===== config.mk =====
export PLATFORM = sky130hd
export DESIGN_NAME = pll_reset_sequencer
export DESIGN_NICKNAME = d
export VERILOG_FILES = /design/src/rtl/pll_reset_sequencer.sv
export SDC_FILE = /design/constraint.sdc
export NUM_CORES = 1
export LEC_CHECK = 0
export CORE_MARGIN = 10
export CORE_UTILIZATION = 61
export DETAILED_ROUTE_END_ITERATION = 16
export PLACE_DENSITY = 0.94
export RECOVER_POWER = 25
export SLEW_MARGIN = 20
export SYNTH_ARGS = -nofsm -noshare
export SYNTH_HDL_FRONTEND = slang
export SYNTH_SLANG_ARGS = --single-unit
export TNS_END_PERCENT = 100

===== constraint.sdc =====
create_clock -name clock_in -period 4.1 [get_ports clock_in]
set_input_delay 0.82 -clock clock_in [delete_from_list [all_inputs] [get_ports clock_in]]
set_output_delay 0.82 -clock clock_in [all_outputs]
set_load 0.01 [all_outputs]

===== src/rtl/pll_reset_sequencer.sv =====
// Reset sequencer for the iCE40 PLL. Holds the PLL in reset, waits for a
// synchronised, stable lock, then releases the downstream system reset.
module pll_reset_sequencer #(
    parameter int unsigned RESET_CYCLES  = 16,
    parameter int unsigned LOCK_TIMEOUT  = 65536,
    parameter int unsigned STABLE_CYCLES = 1024,
    parameter int unsigned MAX_RETRIES   = 7,
    parameter int unsigned CNT_W         = 8
) (
    input  logic             clock_in,
    input  logic             reset,
    input  logic             pll_locked,
    input  logic             relock_req,
    output logic             pll_reset_n,
    output logic             sys_reset,
    output logic             ready,
    output logic             fail,
    output logic [CNT_W-1:0] retry_count,
    output logic [CNT_W-1:0] unlock_count
);

    localparam int unsigned TMR_MAX_A = (RESET_CYCLES > STABLE_CYCLES) ? RESET_CYCLES : STABLE_CYCLES;
    localparam int unsigned TMR_MAX   = (LOCK_TIMEOUT > TMR_MAX_A) ? LOCK_TIMEOUT : TMR_MAX_A;
    localparam int unsigned TMR_W     = (TMR_MAX > 1) ? $clog2(TMR_MAX) : 1;

    localparam logic [TMR_W-1:0] HOLD_END    = TMR_W'(RESET_CYCLES - 1);
    localparam logic [TMR_W-1:0] WAIT_END    = TMR_W'(LOCK_TIMEOUT - 1);
    localparam logic [TMR_W-1:0] STABLE_END  = TMR_W'(STABLE_CYCLES - 1);
    localparam logic [7:0]       ATTEMPT_MAX = 8'(MAX_RETRIES);

    typedef enum logic [2:0] {
        ST_HOLD   = 3'd0,
        ST_WAIT   = 3'd1,
        ST_STABLE = 3'd2,
        ST_RUN    = 3'd3,
        ST_FAIL   = 3'd4
    } state_t;

    state_t             state_q;
    logic [TMR_W-1:0]   timer_q;
    logic [7:0]         attempts_q;
    logic               lk_meta_q;
    logic               lk_q;
    logic               pll_reset_n_q;
    logic               sys_reset_q;
    logic               ready_q;
    logic               fail_q;
    logic [CNT_W-1:0]   retry_count_q;
    logic [CNT_W-1:0]   unlock_count_q;

    function automatic logic [CNT_W-1:0] sat_inc(input logic [CNT_W-1:0] v);
        return (v == {CNT_W{1'b1}}) ? v : v + CNT_W'(1);
    endfunction

    // Two-flop synchroniser for the asynchronous PLL lock indication.
    always_ff @(posedge clock_in or posedge reset) begin
        if (reset) begin
            lk_meta_q <= 1'b0;
            lk_q      <= 1'b0;
        end else begin
            lk_meta_q <= pll_locked;
            lk_q      <= lk_meta_q;
        end
    end

    // Sequencer FSM with registered outputs; the timer restarts on every state entry.
    always_ff @(posedge clock_in or posedge reset) begin
        if (reset) begin
            state_q        <= ST_HOLD;
            timer_q        <= '0;
            attempts_q     <= 8'd0;
            pll_reset_n_q  <= 1'b0;
            sys_reset_q    <= 1'b1;
            ready_q        <= 1'b0;
            fail_q         <= 1'b0;
            retry_count_q  <= '0;
            unlock_count_q <= '0;
        end else if (relock_req) begin
            state_q       <= ST_HOLD;
            timer_q       <= '0;
            pll_reset_n_q <= 1'b0;
            sys_reset_q   <= 1'b1;
            ready_q       <= 1'b0;
            if (state_q == ST_FAIL) begin
                fail_q     <= 1'b0;
                attempts_q <= 8'd0;
            end
            // A lock loss coinciding with the request is still recorded.
            if (state_q == ST_RUN && !lk_q) begin
                unlock_count_q <= sat_inc(unlock_count_q);
            end
        end else begin
            timer_q <= timer_q + TMR_W'(1);
            case (state_q)
                ST_HOLD: begin
                    if (timer_q == HOLD_END) begin
                        state_q       <= ST_WAIT;
                        timer_q       <= '0;
                        pll_reset_n_q <= 1'b1;
                    end
                end
                ST_WAIT: begin
                    if (lk_q) begin
                        state_q <= ST_STABLE;
                        timer_q <= '0;
                    end else if (timer_q == WAIT_END) begin
                        timer_q       <= '0;
                        pll_reset_n_q <= 1'b0;
                        retry_count_q <= sat_inc(retry_count_q);
                        attempts_q    <= attempts_q + 8'd1;
                        if (attempts_q + 8'd1 == ATTEMPT_MAX) begin
                            state_q <= ST_FAIL;
                            fail_q  <= 1'b1;
                        end else begin
                            state_q <= ST_HOLD;
                        end
                    end
                end
                ST_STABLE: begin
                    if (!lk_q) begin
                        state_q <= ST_WAIT;
                        timer_q <= '0;
                    end else if (timer_q == STABLE_END) begin
                        state_q     <= ST_RUN;
                        timer_q     <= '0;
                        sys_reset_q <= 1'b0;
                        ready_q     <= 1'b1;
                    end
                end
                ST_RUN: begin
                    timer_q <= '0;
                    if (!lk_q) begin
                        state_q        <= ST_HOLD;
                        pll_reset_n_q  <= 1'b0;
                        sys_reset_q    <= 1'b1;
                        ready_q        <= 1'b0;
                        unlock_count_q <= sat_inc(unlock_count_q);
                    end
                end
                ST_FAIL: begin
                    timer_q <= '0;
                end
                default: begin
                    state_q       <= ST_HOLD;
                    timer_q       <= '0;
                    pll_reset_n_q <= 1'b0;
                    sys_reset_q   <= 1'b1;
                    ready_q       <= 1'b0;
                end
            endcase
        end
    end

    assign pll_reset_n  = pll_reset_n_q;
    assign sys_reset    = sys_reset_q;
    assign ready        = ready_q;
    assign fail         = fail_q;
    assign retry_count  = retry_count_q;
    assign unlock_count = unlock_count_q;

endmodule


* After elaboration in Yosys (flattened, before gate mapping)
Index checks and enable logic that the tools add are counted.
** Operators by class
- Div/mod/pow operators :: 0
- Reductions and logical operators :: 16
- Shift-type cells :: 0
- Magnitude comparators :: 0
- Add/subtract/negate cells :: 4
- Equal/unequal tests :: 24
- $mul :: 0
- Bitwise operators :: 3
- Mux-type cells :: 47
** Operator list (number)
- $mux W16 :: 6
- $mux W8 :: 10
- $pmux W16 S3 :: 1
- $add A8 B1 Y8 const B :: 3
- $mux W3 :: 8
- $reduce_and A5 Y1 :: 4
- $mux W1 :: 18
- $ne A3 B3 Y1 const B :: 6
- $add A16 B1 Y16 const B :: 1
- $eq A16 B10 Y1 const B :: 1
- $eq A16 B16 Y1 const B :: 1
- $eq A16 B4 Y1 const B :: 1
- $eq A8 B8 Y1 const B :: 2
- $pmux W3 S5 :: 1
- $eq A8 B3 Y1 const B :: 1
- $ne A2 B1 Y1 const B :: 4
- $ne A4 B4 Y1 const B :: 2
- $reduce_and A4 Y1 :: 2
- $reduce_bool A2 Y1 :: 4
- $eq A3 B2 Y1 const B :: 2
- $pmux W1 S3 :: 2
- $ne A2 B2 Y1 const B :: 2
- $pmux W1 S4 :: 1
- $eq A3 B1 Y1 const B :: 1
- 8 further kinds :: 10
** Word-level totals
- RAM bits :: 0
- Memories kept :: 0
- Output and inout port bits :: 20
- Latch bits :: 0
- Flip-flop bits (word level) :: 49
- Bits of input ports :: 4
- ROM bits :: 0
- Logic and storage cells :: 105

* Depth between registers and ports, before layout
- Depth after elaboration :: 7
- Gate-level depth with buffers :: 7
- Gate-level depth less buffers :: 6

* Worst setup path before layout
OpenSTA, ideal clock, no wires.
- Path kind :: reg-to-reg
- From :: register timer_q[13]
- To :: register timer_q[10]
- Arrival :: 1.996 ns
- Stages on the path, launching flop included :: 7
- Setup slack :: 1.970 ns
- Clock period less this slack :: 2.130 ns
- Library setup time :: 0.134 ns
- Buffers on the path :: 1
- Cells stage by stage :: dfrtp_1 or4_4 or4_4 o2bb2ai_2 a21oi_4 buf_6 nor3_1
** Between the ends
- Cells in the longest elaborated chain, start to end :: 5
** Ends and longest elaborated chain
- from (decl) :: line 40 : logic [TMR_W-1:0] timer_q;
- from (signal assigned) :: line 93 : timer_q <= timer_q + TMR_W'(1);
- $eq A16 B10 Y1 or $eq A16 B16 Y1 (tied branches) :: line 123, 106
- $mux W16, on equally long branches :: line 123, 106
- $mux W16, on equally long branches :: line 120, 103
- $pmux W16 S3 * :: line 94 : case (state_q)
- $mux W16 * :: line 78 : end else if (relock_req) begin
Every way passes the cells marked *; elsewhere a longest branch is shown, timed or not.
A chain may end at the register's enable or synchronous reset.

* Worst setup path in the final report
- From :: register timer_q[0]
- To :: register retry_count_q[1] (netlist: retry_count[1])
** Between the ends
- Cells in the longest elaborated chain, start to end :: 2
** Ends and longest elaborated chain
- $eq A16 B16 Y1 :: line 106 : end else if (timer_q == WAIT_END) begin
- $reduce_and A5 Y1 (no line)
- to (signal assigned) :: line 109 : retry_count_q <= sat_inc(retry_count_q);
- to (decl) :: line 48 : logic [CNT_W-1:0] retry_count_q;
Every way passes these cells.

==> reports/metrics.cfg <==
[run_status]
status = finished, violations left
failed_checks = max-capacitance violations, max-slew violations

[drt]
wire_per_inst_um = 15.7
ant_nets = 0
vias = 1978
via_per_inst = 6.05
postRouteWirelength_mm = 5.14
first_iter_violations = 143
post-route-drc-count = 0
dr.pass1.iters = 4

[die]
coreArea_um2 = 4030
die_y_um = 84.6
die_x_um = 84.6
die-area_um2 = 7160
ios = 24
initial_utilization_pct = 63.2
rows = 23

[timing]
worstMarginPinSlew_ns = 2.06
relSlewSlack_pct = -38.2
report.final.slew_viol_count = 50
period_share_pct = 60.9
setup_viol = 0
rsz0062_at_grt = no
finalHoldViolations = 0
max_freq_mhz = 400
period_needed_ns = 2.50
fin_setup_tns_ns = 0
skew_ns = 0.0116

[global_route]
grt_overflow = 0
grt_start_max_net_pins = 50
grt_pass1_wl_mm = 9.29
first_global_vias = 1948
grt_usage_pct = 15.3
antenna_found_initial = 0

[clock_network]
htree_levels = 2
cts_buffers = 5
cts_setup_buffers = 0
clk_pin_slew_ns = 0.08
cts.sinks = 49
root_buffer = clkbuf_8
cts_tree = done
ctsLongestPathBuffers = 2
post_cts_resized = 0
clock_latency_ns = 0.31
ctsHoldBuffers = 0

[logic_synthesis]
synth_enable_flop_cells = 0
ys.flop_type = dfrtp_1
seq_area_frac_synth_pct = 48.2
syn_inst = 252
avgSynthCellArea_um2 = 10.1
ys.warnings.count = 0
synth_area_um2 = 2550
async_reset_ff_share_pct = 100
syn-num-nets = 261
synth_cell_types = 48
synth_seq_cells = 49

[worst_setup_path]
cp.required_ns = 4.29
crit_type = reg2reg
end_kind = flip-flop
crit_fanout = 13
crit_arrival_ns = 2.68
start_kind = flip-flop

[final_layout]
instances_no_fill = 327
final_common_cell = dfrtp_1
fill_cells = 290
drive_above_1_share_pct = 9.03
syn2layout_area_growth_pct = 14.5
final_cell_mix = 48 x dfrtp_1, 23 x nor3_1, 20 x clkdlybuf4s50_1
final_nets = 285
antenna_cells = 0

[min_path]
hold_class = reg2reg

[power]
vdd_drop_max_uv = 209
p_comb_share_pct = 3.4
power_density_nw_per_um2 = 301
p_leak_uw = 0.00127
cellInternalPower_uw = 698
p_sw_share_pct = 20.4
seqPwrFrac_pct = 56.5
power.total_uw = 877
clkPwrFrac_pct = 40.1
p_sw_uw = 179

[placement]
placedCellCount = 319
place_congestion = 0.832
dpl.hpwl_mm = 3.60
io_buffer_count = 23

[run]
cap_violations = 1

## final timing paths
check                                       to  depth (start not counted)  startpoint  slack [ns]
max in group asynchronous          timer_q[15]                          2       reset        1.65
min in group asynchronous           timer_q[7]                          2       reset        1.50
worst max-delay path            retry_count[1]                          6  timer_q[0]        1.60
worst min-delay path                      lk_q                          0   lk_meta_q        0.35
worst max register to register  retry_count[1]                          6  timer_q[0]        1.60
worst min register to register            lk_q                          0   lk_meta_q        0.35
## cells in the mapped netlist, drive strengths merged (2+ instances only)
cell | n | area share, %
a211oi | 3 | 0.88
a21o | 2 | 0.59
a21oi | 6 | 1.6
and2 | 3 | 0.74
and3 | 11 | 2.7
and4 | 2 | 0.74
buf | 3 | 1.1
clkbuf | 3 | 0.49
dfrtp | 48 | 47
ha | 5 | 2.5
inv | 11 | 1.6
mux2 | 5 | 2.2
nand2 | 16 | 2.5
nand2b | 2 | 0.49
nand3 | 15 | 2.9
nand4 | 11 | 2.9
nor2 | 16 | 2.4
nor3 | 23 | 4.5
nor4 | 3 | 0.98
o21ai | 12 | 2.4
or3 | 2 | 0.49
or4 | 6 | 2.1
or4b | 2 | 0.93
or4bb | 2 | 0.88
xnor2 | 17 | 5.8
xor2 | 10 | 3.4
## cell type report
| cell class | instances | area, um2 | area share (%) |
|---|---|---|---|
| multi-input cells | 186 | 1240 | 42.5 |
| flip-flops and latches | 49 | 1230 | 42.1 |
| repair buffers | 23 | 230 | 7.89 |
| clock buffers | 7 | 86.3 | 2.96 |
| well taps | 50 | 62.6 | 2.14 |
| inverters | 11 | 42.5 | 1.46 |
| clock inverters | 1 | 30.0 | 1.03 |
## through the flow
step | worst slack, ns | util (%) | hold slack, ns | cell area [um2]
2_1_floorplan | 1.97 | - | 0.331 | 2550
3_3_place_gp | 1.49 | 69.5 | 0.342 | 2800
3_5_place_dp | 1.45 | 69.5 | 0.336 | 2800
4_1_cts | 1.62 | 72.4 | 0.356 | 2920
5_1_grt | 1.31 | 72.4 | 0.370 | 2920
6_report | 1.60 | 72.4 | 0.354 | 2920
## worst max-delay path, cell delays in order (launching register included)
cell and delay, ns:
dfrtp_1 0.40, ha_1 0.22, nand3_1 0.21, nor3_1 0.56, and3_1 0.53, nand2_1 0.17, mux2_2 0.29
## power by group through the flow
stage / registers, uW / clock network, uW / logic, uW
6_report: 495 / 352 / 29.7
3_3_place_gp: 504 / 0 / 30.3
2_1_floorplan: 504 / 0 / 18.2
4_1_cts: 495 / 360 / 31.2
5_1_grt: 497 / 378 / 34.3
3_5_place_dp: 505 / 0 / 31.0
## kinds of logic (layout without fill, tap and decap cells)
logic type                 after synthesis  count (layout)  synth area share (%)
and+or+nand+nor                        118             118                  26.3
DFF                                     49              49                  48.2
AOI/OAI and AO/OA                       31              31                  8.35
xor gates and xnor gates                27              27                  9.28
buffers and inverters                   17              42                  3.19
adders and majority gates                5               5                  2.46
muxes                                    5               5                  2.21
## metal layers
| layer | wire length [um] | global-route usage [%] | up-vias |
|---|---|---|---|
| li1 | - | - | 950 |
| met1 | 2250 | 18.7 | 966 |
| met2 | 2560 | 25.1 | 54 |
| met3 | 253 | 4.25 | 8 |
| met4 | 83 | 6.14 | 0 |
| met5 | 0 | 0 | - |
## sequential cells by signal, indices dropped and copies added (netlist names), 3 cells and up
signal and cells:
attempts_q 8, unlock_count 8, state_q 3, timer_q 16, retry_count 8
Power figures use the tool's default switching activity.
